<file path="src/rtl/spi_cmd_slave.sv">
// SPI mode-0 command slave: decodes opcode/address/payload frames into memory-bus
// writes and prefetching reads; SCK/CSN/SDI are oversampled on the system clock.
`timescale 1ns/1ps

module spi_cmd_slave #(
  parameter int unsigned DUMMY_CYCLES = 32,
  parameter logic [7:0]  CMD_WRITE    = 8'h02,
  parameter logic [7:0]  CMD_READ     = 8'h0B
) (
  input  logic        clk,
  input  logic        rst_n,
  input  logic        spi_clk_i,
  input  logic        spi_cs_i,
  input  logic        spi_sdi0_i,
  output logic        spi_sdo0_o,
  output logic        spi_sdo_oe_o,
  output logic        wr_valid_o,
  input  logic        wr_ready_i,
  output logic [31:0] wr_addr_o,
  output logic [31:0] wr_data_o,
  output logic        rd_req_o,
  output logic [31:0] rd_addr_o,
  input  logic        rd_valid_i,
  input  logic [31:0] rd_data_i,
  output logic        busy_o,
  input  logic        err_clr_i,
  output logic [2:0]  err_o
);

  localparam int unsigned   DCW        = $clog2(DUMMY_CYCLES + 1);
  localparam logic [DCW-1:0] DUMMY_LAST = DCW'(DUMMY_CYCLES - 1);

  typedef enum logic [2:0] {
    S_IDLE,
    S_CMD,
    S_ADDR,
    S_WDATA,
    S_DUMMY,
    S_RDATA,
    S_IGNORE
  } state_e;

  logic [2:0]     sck_sync_q;
  logic [2:0]     cs_sync_q;
  logic [1:0]     sdi_sync_q;

  state_e         state_q, state_d;
  logic [4:0]     bit_cnt_q, bit_cnt_d;
  logic [DCW-1:0] dummy_cnt_q, dummy_cnt_d;
  logic [31:0]    shift_q, shift_d;
  logic [7:0]     opcode_q, opcode_d;
  logic [31:0]    addr_q, addr_d;
  logic           wr_valid_q, wr_valid_d;
  logic [31:0]    wr_addr_q, wr_addr_d;
  logic [31:0]    wr_data_q, wr_data_d;
  logic           rd_req_q, rd_req_d;
  logic [31:0]    rd_addr_q, rd_addr_d;
  logic [31:0]    hold_q, hold_d;
  logic           have_q, have_d;
  logic [31:0]    sdo_shift_q, sdo_shift_d;
  logic           reload_q, reload_d;
  logic [2:0]     err_q, err_d;

  logic           sck_rise, sck_fall, cs_high, cs_fall, sdi_bit;
  logic [31:0]    shift_word;

  // CS synchroniser resets to deasserted so leaving reset never fakes a frame start.
  always_ff @(posedge clk) begin
    if (!rst_n) begin
      sck_sync_q <= 3'b000;
      cs_sync_q  <= 3'b111;
      sdi_sync_q <= 2'b00;
    end else begin
      sck_sync_q <= {sck_sync_q[1:0], spi_clk_i};
      cs_sync_q  <= {cs_sync_q[1:0], spi_cs_i};
      sdi_sync_q <= {sdi_sync_q[0], spi_sdi0_i};
    end
  end

  assign sck_rise   = sck_sync_q[1] & ~sck_sync_q[2];
  assign sck_fall   = ~sck_sync_q[1] & sck_sync_q[2];
  assign cs_high    = cs_sync_q[1];
  assign cs_fall    = ~cs_sync_q[1] & cs_sync_q[2];
  assign sdi_bit    = sdi_sync_q[1];
  assign shift_word = {shift_q[30:0], sdi_bit};

  always_ff @(posedge clk) begin
    if (!rst_n) begin
      state_q     <= S_IDLE;
      bit_cnt_q   <= '0;
      dummy_cnt_q <= '0;
      shift_q     <= '0;
      opcode_q    <= '0;
      addr_q      <= '0;
      wr_valid_q  <= 1'b0;
      wr_addr_q   <= '0;
      wr_data_q   <= '0;
      rd_req_q    <= 1'b0;
      rd_addr_q   <= '0;
      hold_q      <= '0;
      have_q      <= 1'b0;
      sdo_shift_q <= '0;
      reload_q    <= 1'b0;
      err_q       <= '0;
    end else begin
      state_q     <= state_d;
      bit_cnt_q   <= bit_cnt_d;
      dummy_cnt_q <= dummy_cnt_d;
      shift_q     <= shift_d;
      opcode_q    <= opcode_d;
      addr_q      <= addr_d;
      wr_valid_q  <= wr_valid_d;
      wr_addr_q   <= wr_addr_d;
      wr_data_q   <= wr_data_d;
      rd_req_q    <= rd_req_d;
      rd_addr_q   <= rd_addr_d;
      hold_q      <= hold_d;
      have_q      <= have_d;
      sdo_shift_q <= sdo_shift_d;
      reload_q    <= reload_d;
      err_q       <= err_d;
    end
  end

  always_comb begin
    state_d     = state_q;
    bit_cnt_d   = bit_cnt_q;
    dummy_cnt_d = dummy_cnt_q;
    shift_d     = shift_q;
    opcode_d    = opcode_q;
    addr_d      = addr_q;
    wr_valid_d  = wr_valid_q;
    wr_addr_d   = wr_addr_q;
    wr_data_d   = wr_data_q;
    rd_req_d    = 1'b0;
    rd_addr_d   = rd_addr_q;
    hold_d      = hold_q;
    have_d      = have_q;
    sdo_shift_d = sdo_shift_q;
    reload_d    = reload_q;
    err_d       = err_q;

    // Clear first so any error raised below in the same cycle wins.
    if (err_clr_i) err_d = '0;
    if (wr_valid_q && wr_ready_i) wr_valid_d = 1'b0;

    if (cs_high && state_q != S_IDLE) begin
      state_d     = S_IDLE;
      bit_cnt_d   = '0;
      dummy_cnt_d = '0;
      have_d      = 1'b0;
      reload_d    = 1'b0;
      sdo_shift_d = '0;
    end else begin
      unique case (state_q)
        S_IDLE: begin
          if (cs_fall) begin
            state_d   = S_CMD;
            bit_cnt_d = '0;
          end
        end
        S_CMD: begin
          if (sck_rise) begin
            shift_d   = shift_word;
            bit_cnt_d = bit_cnt_q + 5'd1;
            if (bit_cnt_q == 5'd7) begin
              bit_cnt_d = '0;
              opcode_d  = shift_word[7:0];
              if (shift_word[7:0] == CMD_WRITE || shift_word[7:0] == CMD_READ) begin
                state_d = S_ADDR;
              end else begin
                state_d  = S_IGNORE;
                err_d[0] = 1'b1;
              end
            end
          end
        end
        S_ADDR: begin
          if (sck_rise) begin
            shift_d   = shift_word;
            bit_cnt_d = bit_cnt_q + 5'd1;
            if (bit_cnt_q == 5'd31) begin
              bit_cnt_d = '0;
              addr_d    = shift_word;
              if (opcode_q == CMD_WRITE) begin
                state_d = S_WDATA;
              end else begin
                state_d     = S_DUMMY;
                rd_req_d    = 1'b1;
                rd_addr_d   = shift_word;
                dummy_cnt_d = '0;
                sdo_shift_d = '0;
              end
            end
          end
        end
        S_WDATA: begin
          if (sck_rise) begin
            shift_d   = shift_word;
            bit_cnt_d = bit_cnt_q + 5'd1;
            if (bit_cnt_q == 5'd31) begin
              if (!wr_valid_q) begin
                wr_valid_d = 1'b1;
                wr_addr_d  = addr_q;
                wr_data_d  = shift_word;
              end else begin
                err_d[1] = 1'b1;
              end
              addr_d = addr_q + 32'd4;
            end
          end
        end
        S_DUMMY: begin
          if (sck_rise) begin
            dummy_cnt_d = dummy_cnt_q + DCW'(1);
            if (dummy_cnt_q == DUMMY_LAST) begin
              state_d   = S_RDATA;
              reload_d  = 1'b1;
              bit_cnt_d = '0;
            end
          end
        end
        S_RDATA: begin
          if (sck_rise) begin
            bit_cnt_d = bit_cnt_q + 5'd1;
            if (bit_cnt_q == 5'd31) reload_d = 1'b1;
          end else if (sck_fall) begin
            if (reload_q) begin
              // Reload point: hand out the prefetched word and request the next one.
              reload_d = 1'b0;
              if (have_q) begin
                sdo_shift_d = hold_q;
                have_d      = 1'b0;
              end else begin
                sdo_shift_d = '0;
                err_d[2]    = 1'b1;
              end
              rd_req_d  = 1'b1;
              rd_addr_d = addr_q + 32'd4;
              addr_d    = addr_q + 32'd4;
            end else begin
              sdo_shift_d = {sdo_shift_q[30:0], 1'b0};
            end
          end
        end
        S_IGNORE: begin
        end
        default: state_d = S_IDLE;
      endcase

      // Captured last so data arriving on a reload cycle is kept for the next word.
      if ((state_q == S_DUMMY || state_q == S_RDATA) && rd_valid_i) begin
        hold_d = rd_data_i;
        have_d = 1'b1;
      end
    end
  end

  assign busy_o       = (state_q != S_IDLE);
  assign spi_sdo_oe_o = (state_q == S_RDATA);
  assign spi_sdo0_o   = spi_sdo_oe_o & sdo_shift_q[31];
  assign wr_valid_o   = wr_valid_q;
  assign wr_addr_o    = wr_addr_q;
  assign wr_data_o    = wr_data_q;
  assign rd_req_o     = rd_req_q;
  assign rd_addr_o    = rd_addr_q;
  assign err_o        = err_q;

endmodule

</file>
<file path="config.mk">
export PLATFORM = sky130hd
export DESIGN_NAME = spi_cmd_slave
export DESIGN_NICKNAME = d
export VERILOG_FILES = /design/src/rtl/spi_cmd_slave.sv
export SDC_FILE = /design/constraint.sdc
export NUM_CORES = 1
export LEC_CHECK = 0
export ABC_AREA = 0
export CORE_AREA = 2 2 139 141
export CTS_BUF_LIST = sky130_fd_sc_hd__clkbuf_2
export DETAILED_ROUTE_END_ITERATION = 10
export DIE_AREA = 0 0 141 143
export PLACE_DENSITY = 0.85
export SLEW_MARGIN = 30
export SYNTH_ARGS = -nofsm -noshare
export SYNTH_HDL_FRONTEND = slang
export SYNTH_SLANG_ARGS = --single-unit
</file>
<file path="constraint.sdc">
create_clock -name clk -period 6.35 [get_ports clk]
set_input_delay 0.9525 -clock clk [delete_from_list [all_inputs] [get_ports clk]]
set_output_delay 0.9525 -clock clk [all_outputs]
set_load 0.02 [all_outputs]
</file>
==> results.ini <==
[critical_path]
arrival_ps=3900
cpMaxStageDelayCell=dfxtp_1
cpLargestDelayFamily=buffers and inverters
critical_path_required_ps=5400
cp-end-kind=output pin
worstPathCellList=nand3b_1, inv_1, buf_4, clkdlybuf4s50_1
critical_path_class=reg -> out
critPathLaunchType=flip-flop
worst-path-buf-inv=3
critPathMaxFanout=41
slowest_delay_ps=800

[placed_design]
io_buffers=143
post-place-ws_ps=2480
place_area_mm2=0.0126
place.detailed.hpwl_um=19200
gp_congestion=0.885
post-place-cells=1677

[routing]
wl_um=30500
route.vias.total=10700
wire_per_inst_um=17.0
ant_nets=0
via_per_inst=5.97
route.detailed.drc=0
drt_first_pass_iters=8
drt-initial-drc-count=847

[cells_and_area]
layout_commonest_cell=nand2_1
area_growth_pct=19.0
stdcell_count=1794
final_area_mm2=0.0132
drive_gt1_share_pct=8.15
layout_common_cells=nand2_1, dfxtp_1, a21oi_1
layout.nets=1552

[sta]
finClkSkew_ps=97.1
worst_pin_slew_ps=989
fmax_mhz=206
rsz0062_at_grt=false
whs_ps=449
timing.final.ws_setup_ps=1500
timing.final.crit_share_pct=76.4
finalSetupViolations=0
hold_viol=0
relSlewSlack_pct=34.0
fin_setup_tns_ps=0
drv_slew=0
period_minus_slack_ps=4850

[power_and_ir_drop]
p_comb_share_pct=2.9
seq_power_share_pct=57.1
p_int_uw=2130
clockPowerShare_pct=40.0
switchingPower_uw=740
power_density_mw_per_mm2=217
p_leak_uw=0.00426
sw_frac_of_total_pct=25.8
peakVddDrop_uv=165

[global_routing]
grt_pass1_wl_um=48400
grt_start_max_net_pins=96
grt-ovfl-total=0
grt_usage_pct=29.1
antenna_found_initial=2
grt_pass1_vias=9977

[run_status]
status=complete, no violations

[synth]
synthesis.nets=1442
synth_edf_count=0
synth_flop_cell=dfxtp_1
netlist.area_leader.share_pct=46.9
synth_area_mm2=0.0111
async_flop_share_pct=0
synth.area.top_cells=dfxtp_1, nand2_1, a21oi_1
yosysTopAreaCell=dfxtp_1
ys_ff_latch=260
synth_cell_type_count=67
syn_inst=1397
synth-seq-area-share_pct=46.9
ys.warnings.count=0
synth.avg_cell_area_um2=7.94

[floorplanning]
die-height_um=143
design.core.area_mm2=0.0186
io_pins=144
die_area_mm2=0.0202
num_rows=50
die_w_um=141
start_util_pct=59.7

[clock_tree]
tritoncts=built
clockBufferDepth=3
cts_max_level=2
insertion_delay_ps=900
cts_resized=0
root_buffer=clkbuf_2
cts_sinks=260
cts_hold_buf=0
path_clk_slew_ps=120
cts_buffers=61
postCtsSetupBuffers=0

[hold_path]
hold_path_class=reg -> reg

[job]
drv_cap=0

## Yosys cell counts, drive strengths merged (10+ instances only)
cell type	number
nand3	35
a21oi	179
a22oi	32
o21ai	46
and2	17
a211oi	33
and3	11
a31oi	10
dfxtp	260
nor2	91
mux2i	14
clkbuf	100
xor2	15
nor3	17
nand2	337
nand2b	10
nor4	12
or3	14
o211ai	11
## path summary, 6_finish.rpt
kind / startpoint / end / slack [ps] / cells after the start
worst max-delay path: state_q[2] / spi_sdo_oe_o / 1500 / 4
worst min-delay path: cs_sync_q[0] / cs_sync_q[1] / 450 / 1
worst max register to register: state_q[2] / rd_addr_o[22] / 2460 / 5
worst min register to register: cs_sync_q[0] / cs_sync_q[1] / 450 / 1
## layer usage
layer  track usage (%)  vias up  part of all wire (%)
met2              48.0      501                    47
li1                  -     5144                     -
met5                 0        -                     0
met4              11.1        0                   2.4
met3              5.43       68                   8.9
met1              38.3     5004                    42
## state kept, by name, indices dropped and copies added, names as in the netlist
| signal | flops |
|---|---|
| err_o | 3 |
| reload_q | 1 |
| wr_data_o | 32 |
| dummy_cnt_q | 6 |
| have_q | 1 |
| wr_valid_o | 1 |
| addr_q | 32 |
| bit_cnt_q | 5 |
| opcode_q | 8 |
| wr_addr_o | 32 |
| rd_req_o | 1 |
| rd_addr_o | 32 |
| cs_sync_q | 3 |
| hold_q | 32 |
| state_q | 3 |
| sdo_shift_q | 32 |
| sck_sync_q | 3 |
| sdi_sync_q | 2 |
| shift_q | 31 |
## layout make-up
type,count,area [um^2]
tap,234,293
multi-input combinational,1018,5490
fill,1484,5380
timing repair buffer,156,1570
antenna,2,5.00
sequential,260,5200
clock buffer,88,440
clock inverter,26,161
inverter,10,40.0
## logic make-up (layout without fill, tap and decap cells)
group / Yosys count / in the layout / synth area share, %
buffers and inverters: 119 / 280 / 4.06
AO/OA/AOI/OAI: 385 / 385 / 21.4
multiplexers: 15 / 15 / 1.36
XOR/XNOR: 23 / 23 / 1.82
flip-flops: 260 / 260 / 46.9
other: 0 / 2 / 0
AND/OR/NAND/NOR: 590 / 590 / 23.9
adder cells (fa/ha/maj): 5 / 5 / 0.564
## power groups by stage
stage               clock network (uW)  registers (uW)  logic [uW]
detailed placement                   0            1670        82.4
global route                      1240            1640        89.2
CTS                               1160            1640        83.0
finish                            1150            1640        83.5
floorplan                            0            1670        43.5
global placement                     0            1670        82.7
## per-stage QoR
stage	total power (uW)	utilization [%]
floorplan	1720	-
global placement	1760	67.5
detailed placement	1760	67.6
CTS	2880	70.9
global route	2970	71.1
finish	2870	71.1
Note: power is estimated with default switching activity, not from simulation.
